<file path="src/rtl/uart_report_pkg.sv">
// Shared types and constants for the UART report engine.
// Latency: n/a (declarations only).
// Backpressure: n/a.
package uart_report_pkg;

    typedef enum logic [1:0] {
        ST_IDLE   = 2'd0,
        ST_BANNER = 2'd1,
        ST_EVENT  = 2'd2,
        ST_ECHO   = 2'd3
    } state_t;

    localparam logic [7:0] ASCII_ZERO = 8'h30;
    localparam logic [7:0] CR         = 8'h0d;
    localparam logic [7:0] LF         = 8'h0a;

    // Ceiling log2; returns 0 for values <= 1.
    function automatic int clog2(input int value);
        int result;
        int rem;
        result = 0;
        rem    = value - 1;
        while (rem > 0) begin
            result = result + 1;
            rem    = rem >>> 1;
        end
        return result;
    endfunction

endpackage

</file>
<file path="src/rtl/uart_report_engine_byte_fifo.sv">
// Synchronous show-ahead byte FIFO with wrap-bit full/empty detection.
// Latency: a pushed byte is visible at the head on the cycle after the push.
// Backpressure: push ignored when full unless a pop frees the slot in the same cycle.
//
// Ports: sys_clk/sys_rst_n clock and async active-low reset; i_push/i_push_dat write
// side; i_pop read side; o_full/o_empty status; o_head_dat current head byte.
module byte_fifo
    import uart_report_pkg::*;
#(
    parameter int DEPTH = 16,
    parameter int WIDTH = 8
) (
    input  logic             sys_clk,
    input  logic             sys_rst_n,
    input  logic             i_push,
    input  logic [WIDTH-1:0] i_push_dat,
    input  logic             i_pop,
    output logic             o_full,
    output logic             o_empty,
    output logic [WIDTH-1:0] o_head_dat
);

    localparam int AW = clog2(DEPTH);

    logic [WIDTH-1:0] r_mem [DEPTH];
    logic [AW:0]      r_wr_ptr;
    logic [AW:0]      r_rd_ptr;
    logic             w_push_ok;
    logic             w_pop_ok;

    assign o_empty    = (r_wr_ptr == r_rd_ptr);
    assign o_full     = (r_wr_ptr[AW] != r_rd_ptr[AW]) &&
                        (r_wr_ptr[AW-1:0] == r_rd_ptr[AW-1:0]);
    assign w_pop_ok   = i_pop && !o_empty;
    // When full, a simultaneous pop vacates the slot the write lands in.
    assign w_push_ok  = i_push && (!o_full || w_pop_ok);
    assign o_head_dat = r_mem[r_rd_ptr[AW-1:0]];

    always_ff @(posedge sys_clk or negedge sys_rst_n) begin
        if (!sys_rst_n) begin
            r_wr_ptr <= '0;
            r_rd_ptr <= '0;
        end else begin
            if (w_push_ok) r_wr_ptr <= r_wr_ptr + 1'b1;
            if (w_pop_ok)  r_rd_ptr <= r_rd_ptr + 1'b1;
        end
    end

    always_ff @(posedge sys_clk) begin
        if (w_push_ok) r_mem[r_wr_ptr[AW-1:0]] <= i_push_dat;
    end

endmodule

</file>
<file path="src/rtl/uart_report_engine.sv">
// Merges periodic banner, debounced button-press events and RX echo onto one TX stream.
// Latency: pending source -> tx_data_valid on the next edge; >=1 idle cycle between messages.
// Backpressure: tx_data held while tx_data_ready low; RX never stalls, overflowing bytes are dropped.
//
// Ports: sys_clk/sys_rst_n; rx_data/rx_data_valid/rx_data_ready from uart_rx;
// btn_n raw active-low buttons; tx_data/tx_data_valid/tx_data_ready to uart_tx;
// btn_toggle per-button LED state; fifo_overflow sticky drop flag.
module uart_report_engine
    import uart_report_pkg::*;
#(
    parameter int                   CLK_FRE      = 27,
    parameter int                   PERIOD_CYC   = CLK_FRE * 1_000_000,
    parameter int                   DEBOUNCE_CYC = CLK_FRE * 10_000,
    parameter int                   FIFO_DEPTH   = 16,
    parameter int                   NUM_BTN      = 2,
    parameter int                   MSG_LEN      = 21,
    parameter logic [MSG_LEN*8-1:0] MSG          = {"Hello Tang Nano 20K", CR, LF}
) (
    input  logic               sys_clk,
    input  logic               sys_rst_n,
    input  logic [7:0]         rx_data,
    input  logic               rx_data_valid,
    output logic               rx_data_ready,
    input  logic [NUM_BTN-1:0] btn_n,
    output logic [7:0]         tx_data,
    output logic               tx_data_valid,
    input  logic               tx_data_ready,
    output logic [NUM_BTN-1:0] btn_toggle,
    output logic               fifo_overflow
);

    localparam int IDX_W = (MSG_LEN > 1) ? clog2(MSG_LEN) : 1;
    localparam int DB_W  = clog2(DEBOUNCE_CYC);

    state_t             r_state;
    state_t             w_state_nxt;
    logic [7:0]         r_tx_dat;
    logic [7:0]         w_tx_dat_nxt;
    logic               r_tx_vld;
    logic               w_tx_vld_nxt;
    logic [IDX_W-1:0]   r_idx;
    logic [IDX_W-1:0]   w_idx_nxt;
    logic [2:0]         r_evt_idx;
    logic [2:0]         w_evt_idx_nxt;
    logic [2:0]         w_evt_sel;
    logic [NUM_BTN-1:0] r_evt_pending;
    logic [NUM_BTN-1:0] w_evt_clr;
    logic [NUM_BTN-1:0] w_press;
    logic [NUM_BTN-1:0] r_btn_toggle;
    logic               r_banner_pending;
    logic               w_banner_clr;
    logic [31:0]        r_period_cnt;
    logic               w_wrap;
    logic               r_overflow;
    logic               r_rx_rdy;
    logic               w_hs;
    logic               w_pop;
    logic               w_fifo_full;
    logic               w_fifo_empty;
    logic [7:0]         w_fifo_head;

    assign tx_data       = r_tx_dat;
    assign tx_data_valid = r_tx_vld;
    assign btn_toggle    = r_btn_toggle;
    assign fifo_overflow = r_overflow;
    assign rx_data_ready = r_rx_rdy;
    assign w_hs          = r_tx_vld && tx_data_ready;
    assign w_wrap        = (r_period_cnt == 32'(PERIOD_CYC - 1));

    // First banner character sits in the MSBs.
    function automatic logic [7:0] msg_byte(input logic [IDX_W-1:0] idx);
        return MSG[(MSG_LEN - 1 - int'(idx)) * 8 +: 8];
    endfunction

    // Per-button synchroniser + debouncer. The counter runs only while the synchronised
    // level differs from the debounced one, so any bounce back restarts it.
    for (genvar gi = 0; gi < NUM_BTN; gi++) begin : g_db
        logic [1:0]      r_sync;
        logic [DB_W-1:0] r_cnt;
        logic            r_deb;

        always_ff @(posedge sys_clk or negedge sys_rst_n) begin
            if (!sys_rst_n) begin
                r_sync <= 2'b11;
                r_cnt  <= '0;
                r_deb  <= 1'b1;
            end else begin
                r_sync <= {r_sync[0], btn_n[gi]};
                if (r_sync[1] == r_deb) begin
                    r_cnt <= '0;
                end else if (r_cnt == DB_W'(DEBOUNCE_CYC - 1)) begin
                    r_deb <= r_sync[1];
                    r_cnt <= '0;
                end else begin
                    r_cnt <= r_cnt + 1'b1;
                end
            end
        end

        // Press = debounced level about to fall on this edge.
        assign w_press[gi] = r_deb && !r_sync[1] && (r_cnt == DB_W'(DEBOUNCE_CYC - 1));
    end

    byte_fifo #(
        .DEPTH (FIFO_DEPTH),
        .WIDTH (8)
    ) u_fifo (
        .sys_clk    (sys_clk),
        .sys_rst_n  (sys_rst_n),
        .i_push     (rx_data_valid),
        .i_push_dat (rx_data),
        .i_pop      (w_pop),
        .o_full     (w_fifo_full),
        .o_empty    (w_fifo_empty),
        .o_head_dat (w_fifo_head)
    );

    always_comb begin
        w_state_nxt   = r_state;
        w_tx_dat_nxt  = r_tx_dat;
        w_tx_vld_nxt  = r_tx_vld;
        w_idx_nxt     = r_idx;
        w_evt_idx_nxt = r_evt_idx;
        w_evt_clr     = '0;
        w_banner_clr  = 1'b0;
        w_pop         = 1'b0;
        w_evt_sel     = '0;
        for (int i = NUM_BTN - 1; i >= 0; i--) begin
            if (r_evt_pending[i]) w_evt_sel = 3'(i);
        end

        case (r_state)
            ST_IDLE: begin
                if (!r_tx_vld) begin
                    if (|r_evt_pending) begin
                        w_evt_idx_nxt = w_evt_sel;
                        w_tx_dat_nxt  = ASCII_ZERO + {5'd0, w_evt_sel};
                        w_tx_vld_nxt  = 1'b1;
                        w_state_nxt   = ST_EVENT;
                    end else if (r_banner_pending) begin
                        w_banner_clr = 1'b1;
                        w_idx_nxt    = '0;
                        w_tx_dat_nxt = msg_byte('0);
                        w_tx_vld_nxt = 1'b1;
                        w_state_nxt  = ST_BANNER;
                    end else if (!w_fifo_empty) begin
                        w_tx_dat_nxt = w_fifo_head;
                        w_tx_vld_nxt = 1'b1;
                        w_state_nxt  = ST_ECHO;
                    end
                end
            end
            ST_BANNER: begin
                if (w_hs) begin
                    if (r_idx == IDX_W'(MSG_LEN - 1)) begin
                        w_tx_vld_nxt = 1'b0;
                        w_state_nxt  = ST_IDLE;
                    end else begin
                        w_idx_nxt    = r_idx + 1'b1;
                        w_tx_dat_nxt = msg_byte(r_idx + 1'b1);
                    end
                end
            end
            ST_EVENT: begin
                if (w_hs) begin
                    w_evt_clr    = NUM_BTN'(1) << r_evt_idx;
                    w_tx_vld_nxt = 1'b0;
                    w_state_nxt  = ST_IDLE;
                end
            end
            ST_ECHO: begin
                if (w_hs) begin
                    w_pop        = 1'b1;
                    w_tx_vld_nxt = 1'b0;
                    w_state_nxt  = ST_IDLE;
                end
            end
            default: begin
                w_tx_vld_nxt = 1'b0;
                w_state_nxt  = ST_IDLE;
            end
        endcase
    end

    always_ff @(posedge sys_clk or negedge sys_rst_n) begin
        if (!sys_rst_n) begin
            r_state <= ST_IDLE;
        end else begin
            r_state <= w_state_nxt;
        end
    end

    always_ff @(posedge sys_clk or negedge sys_rst_n) begin
        if (!sys_rst_n) begin
            r_tx_dat         <= '0;
            r_tx_vld         <= 1'b0;
            r_idx            <= '0;
            r_evt_idx        <= '0;
            r_evt_pending    <= '0;
            r_btn_toggle     <= '0;
            r_banner_pending <= 1'b1;
            r_period_cnt     <= '0;
            r_overflow       <= 1'b0;
            r_rx_rdy         <= 1'b0;
        end else begin
            r_tx_dat      <= w_tx_dat_nxt;
            r_tx_vld      <= w_tx_vld_nxt;
            r_idx         <= w_idx_nxt;
            r_evt_idx     <= w_evt_idx_nxt;
            r_rx_rdy      <= 1'b1;
            r_btn_toggle  <= r_btn_toggle ^ w_press;
            // A press landing in the handshake cycle keeps the flag set.
            r_evt_pending <= (r_evt_pending & ~w_evt_clr) | w_press;
            // A wrap on the entry cycle re-arms the request rather than being lost.
            r_banner_pending <= (r_banner_pending && !w_banner_clr) || w_wrap;
            r_period_cnt  <= w_wrap ? '0 : r_period_cnt + 1'b1;
            if (rx_data_valid && w_fifo_full && !w_pop) r_overflow <= 1'b1;
        end
    end

endmodule

</file>
<file path="config.mk">
export PLATFORM = sky130hd
export DESIGN_NAME = uart_report_engine
export DESIGN_NICKNAME = d
export VERILOG_FILES = /design/src/rtl/uart_report_pkg.sv /design/src/rtl/uart_report_engine_byte_fifo.sv /design/src/rtl/uart_report_engine.sv
export SDC_FILE = /design/constraint.sdc
export NUM_CORES = 1
export LEC_CHECK = 0
export BUFFER_PORTS_ARGS = -buffer_cell sky130_fd_sc_hd__buf_2
export CAP_MARGIN = 20
export CORE_UTILIZATION = 50
export CTS_BUF_LIST = sky130_fd_sc_hd__clkbuf_2 sky130_fd_sc_hd__clkbuf_4 sky130_fd_sc_hd__clkbuf_8
export DETAILED_ROUTE_END_ITERATION = 12
export GPL_ROUTABILITY_DRIVEN = 1
export PLACE_DENSITY = 0.74
export SLEW_MARGIN = 30
export SYNTH_ARGS = -nofsm -noshare
export SYNTH_HDL_FRONTEND = slang
export SYNTH_SLANG_ARGS = --single-unit
</file>
<file path="constraint.sdc">
create_clock -name sys_clk -period 6.6 [get_ports sys_clk]
set_input_delay 1.32 -clock sys_clk [delete_from_list [all_inputs] [get_ports sys_clk]]
set_output_delay 1.32 -clock sys_clk [all_outputs]
set_load 0.1 [all_outputs]
</file>
==> run_summary.xml <==
<?xml version="1.0" encoding="UTF-8"?>
<metrics>
  <group name="run_status">
    <metric name="status" unit="">completed</metric>
  </group>
  <group name="placed_design">
    <metric name="pre_cts_ws" unit="ps">2860</metric>
    <metric name="port-buffer-count" unit="">26</metric>
    <metric name="dp_hpwl" unit="mm">14.7</metric>
    <metric name="place_congestion" unit="">0.912</metric>
  </group>
  <group name="drt">
    <metric name="total_routed_wire_length_on_the_met1_layer" unit="mm">9.98</metric>
    <metric name="firstDrtPassIters" unit="">8</metric>
    <metric name="avgViaCountPerCell" unit="">5.70</metric>
    <metric name="top_signal_layer_used" unit="">met4</metric>
    <metric name="antenna_violating_nets_post_route" unit="">0</metric>
    <metric name="route.vias.total" unit="">6928</metric>
    <metric name="routedWlPerCell" unit="um">18.2</metric>
    <metric name="drt_iter0_markers" unit="">539</metric>
    <metric name="drc" unit="">0</metric>
    <metric name="dr_wl_met3" unit="mm">1.40</metric>
    <metric name="met2_wl_post_dr" unit="mm">10.4</metric>
    <metric name="drt-total-wl" unit="mm">22.2</metric>
  </group>
  <group name="sta">
    <metric name="portion_of_the_clock_cycle_consumed_by_the_worst_path_in_the_final_layout" unit="%">49.9</metric>
    <metric name="finalSetupViolations" unit="">0</metric>
    <metric name="post-route-worst-setup-slack" unit="ps">3300</metric>
    <metric name="worst_clock_skew" unit="ps">26.8</metric>
    <metric name="finalHoldWorstSlack" unit="ps">363</metric>
    <metric name="setup-tns-final" unit="ps">0</metric>
    <metric name="max_clock_freq" unit="MHz">303</metric>
    <metric name="finalWorstPathRequiredPeriod" unit="ps">3300</metric>
    <metric name="slew_headroom" unit="%">38.0</metric>
    <metric name="finalMaxSlewViolations" unit="">0</metric>
    <metric name="worst_slew_pin_slew" unit="ps">930</metric>
    <metric name="hold_viol" unit="">0</metric>
    <metric name="rsz_0062_raised_after_global_routing" unit="">no</metric>
  </group>
  <group name="layout">
    <metric name="areaGrowthSynthToFinish" unit="%">10.6</metric>
    <metric name="post-route-util" unit="%">57.3</metric>
    <metric name="antenna_cells" unit="">0</metric>
    <metric name="seqCellArea" unit="sq um">6610</metric>
    <metric name="multiInputGateArea" unit="sq um">4140</metric>
    <metric name="final_net_count" unit="">936</metric>
    <metric name="total_of_fill_cells_in_the_finished_design" unit="">1685</metric>
    <metric name="drive_above_1_share" unit="%">16.6</metric>
  </group>
  <group name="critical_path">
    <metric name="r2r.worst_path.cells" unit="">8</metric>
    <metric name="cp.arrival" unit="ps">3730</metric>
    <metric name="crit_family" unit="">simple AND/OR/NAND/NOR gates</metric>
    <metric name="critPathMaxStageDelay" unit="ps">760</metric>
    <metric name="path_buf_inv" unit="">1</metric>
    <metric name="critPathRequiredTime" unit="ps">7040</metric>
    <metric name="crit_path_max_fanout" unit="">22</metric>
    <metric name="worst_setup_path_start_kind" unit="">flip-flop</metric>
    <metric name="reg2reg_slack" unit="ps">3300</metric>
    <metric name="path_depth" unit="">8</metric>
    <metric name="slowest_cell_on_the_critical_path" unit="">dfrtp_1</metric>
    <metric name="worstPathCellList" unit="">inv_1 -&gt; ha_1 -&gt; nor2b_1 -&gt; o2bb2ai_1 -&gt; nor3_2 -&gt; xnor2_1 -&gt; or3_1 -&gt; a31oi_1</metric>
    <metric name="crit_type" unit="">reg -&gt; reg</metric>
    <metric name="cp-end-kind" unit="">flip-flop</metric>
  </group>
  <group name="synthesis">
    <metric name="syn_nets" unit="">907</metric>
    <metric name="post_synthesis_register_bit_count" unit="">238</metric>
    <metric name="sequential_to_total_area_share_from_yosys_stat" unit="%">60.0</metric>
    <metric name="synthesized_netlist_cell_count" unit="">881</metric>
    <metric name="number_of_synthesized_flops_with_an_enable_pin" unit="">128</metric>
    <metric name="synth.yosys.warnings" unit="">0</metric>
    <metric name="synth-main-ff-cell" unit="">edfxtp_1</metric>
    <metric name="syn-mean-instance-area" unit="sq um">12.5</metric>
    <metric name="synth.most_common_cell" unit="">edfxtp_1</metric>
    <metric name="yosys.area.top_type_share" unit="%">34.9</metric>
    <metric name="leading_cell_types_by_count_after_synthesis" unit="">edfxtp_1 (128), nor2_1 (113), dfrtp_1 (103)</metric>
    <metric name="post-synth-top-area-cell" unit="">edfxtp_1</metric>
    <metric name="postSynth.asyncResetShare" unit="%">46.2</metric>
    <metric name="yosys.cell_types.count" unit="">70</metric>
    <metric name="syn_area" unit="sq um">11000</metric>
    <metric name="ys_top_cells_by_area" unit="">edfxtp_1 (35%), dfrtp_1 (23%), mux4_2 (7.0%), nor2_1 (3.9%), xor2_1 (3.4%)</metric>
  </group>
  <group name="pwr">
    <metric name="power-per-cell-area" unit="nW/um^2">372</metric>
    <metric name="worst_ir_drop_vdd" unit="uV">274</metric>
    <metric name="static-leakage-power" unit="nW">4.60</metric>
  </group>
  <group name="grt">
    <metric name="globalRoute.totalOverflow" unit="">0</metric>
    <metric name="grt_start_max_net_pins" unit="">78</metric>
    <metric name="global_route_wire_length_before_repair" unit="mm">35.8</metric>
    <metric name="first_global_vias" unit="">6837</metric>
    <metric name="antenna_found_initial" unit="">0</metric>
    <metric name="grt_use_total" unit="%">20.6</metric>
  </group>
  <group name="cts">
    <metric name="clk_latency" unit="ps">540</metric>
    <metric name="worst_setup_hold_path_clk_slew" unit="ps">60</metric>
    <metric name="numCtsBuffers" unit="">39</metric>
    <metric name="cts.path.max_buffers" unit="">3</metric>
    <metric name="postCtsSetupRepairBufs" unit="">0</metric>
    <metric name="hold_buffers" unit="">0</metric>
    <metric name="cts_tree" unit="">yes</metric>
    <metric name="cts_repair_resize_count" unit="">0</metric>
    <metric name="clk_root_buffer_cell" unit="">clkbuf_8</metric>
    <metric name="clock_tree.htree_level_count" unit="">2</metric>
    <metric name="numClockSinks" unit="">238</metric>
  </group>
  <group name="floorplan">
    <metric name="floorplan.core_area" unit="sq um">21300</metric>
    <metric name="die_height" unit="um">150</metric>
    <metric name="total_die_area" unit="sq um">22600</metric>
    <metric name="num_rows" unit="">53</metric>
    <metric name="i_o_pin_total" unit="">27</metric>
    <metric name="initial_utilization" unit="%">51.7</metric>
    <metric name="die_width" unit="um">150</metric>
  </group>
  <group name="worst_hold_path">
    <metric name="hold_class" unit="">reg -&gt; reg</metric>
    <metric name="hold_path_depth" unit="">0</metric>
  </group>
  <group name="job">
    <metric name="maxCapViolations" unit="">0</metric>
  </group>
</metrics>
==> final timing paths <==
| path | startpoint | end |
|---|---|---|
| setup / recovery | r_idx[0] | tx_data[0] |
| hold / removal | g_db[1].r_sync[0] | g_db[1].r_sync[1] |
| setup reg to reg | r_idx[0] | tx_data[0] |
| hold reg to reg | g_db[1].r_sync[0] | g_db[1].r_sync[1] |
| max in group asynchronous | sys_rst_n | r_period_cnt[7] |
| min in group asynchronous | sys_rst_n | tx_data[2] |
==> report_power, final <==
part / switching [mW] / total, mW / leakage (nW) / internal, mW
logic: 0.817 / 1.29 / 1.55 / 0.476
clock network: 0.572 / 1.34 / 0.445 / 0.768
registers: 0.177 / 1.90 / 2.60 / 1.73
total: 1.57 / 4.54 / 4.60 / 2.97
==> flip-flops by register name, summed over array words and instances (netlist names) <==
signal and count:
r_period_cnt 32, r_idx 5, g_db.r_deb 2, u_fifo.r_rd_ptr 5, tx_data_valid 1, r_banner_pending 1, g_db.r_cnt 38, r_state 2
btn_toggle 2, fifo_overflow 1, u_fifo.r_mem 128, rx_data_ready 1, u_fifo.r_wr_ptr 5, g_db.r_sync 4, tx_data 8, r_evt_pending 2
r_evt_idx 1
==> worst reg2reg max path, stage by stage (launching register included) <==
cell and delay [ps]:
dfrtp_1 760, inv_1 220, ha_1 710, nor2b_1 160, o2bb2ai_1 170, nor3_2 300
xnor2_1 260, or3_1 450, a31oi_1 190
==> final cells by class <==
| class | count | area share (%) |
|---|---|---|
| multi-input combinational | 575 | 34.0 |
| sequential | 238 | 54.2 |
| clock inverter | 13 | 1.09 |
| tap | 275 | 2.82 |
| clock buffer | 59 | 5.74 |
| inverter | 25 | 0.770 |
| timing repair buffer | 31 | 1.43 |
==> placed cells by master, fill, tap and decap left out, types with 4 or more instances in the layout <==
cell,netlist,layout
nand2b_1,10,10
buf_4,5,5
nand4_1,18,18
xnor2_1,40,40
nand4b_1,4,4
dfrtp_1,103,103
and3_1,11,11
a31oi_1,13,13
and2_1,9,9
clkbuf_8,0,41
nand3_1,34,34
edfxtp_1,128,128
nor2b_1,13,13
inv_1,24,24
mux2i_1,9,9
or3_1,4,4
xor2_1,43,43
o21ai_0,28,28
dfstp_2,7,7
nor3_2,1,5
mux2_2,4,4
nor3_1,17,13
o31ai_1,7,7
mux4_2,34,34
buf_2,8,25
a21oi_1,18,18
nor4_1,5,5
and4_1,8,8
nand2_1,57,57
a311oi_1,4,4
clkinv_1,1,6
nor2_1,113,113
clkbuf_4,0,18
ha_1,12,12
o22ai_1,6,6
==> per-stage QoR <==
step	instances	power (mW)	cell area, sq um
after floorplan	881	2.89	11000
after global placement	1144	3.20	11300
after detailed placement	1144	3.21	11300
after CTS	1216	4.56	12200
after global routing	1216	4.76	12200
final	1216	4.54	12200
==> cell families (layout without fill, tap and decap cells) <==
| kind of cell | after synthesis | count (layout) | share of synthesized area [%] |
|---|---|---|---|
| and+or+nand+nor | 322 | 322 | 14.6 |
| AOI/OAI and AO/OA | 110 | 110 | 6.63 |
| muxes | 47 | 47 | 8.18 |
| adders and majority gates | 12 | 12 | 1.36 |
| other | 1 | 1 | 0.0340 |
| DFF | 238 | 238 | 60.0 |
| buffers and inverters | 68 | 128 | 2.65 |
| xor gates and xnor gates | 83 | 83 | 6.60 |
==> metal layers <==
metal	vias up	GRT usage, %
met5	-	0
met3	34	3.73
met2	212	31.9
met4	0	6.57
li1	3289	-
met1	3393	29.5
Power figures use the tool's default switching activity.
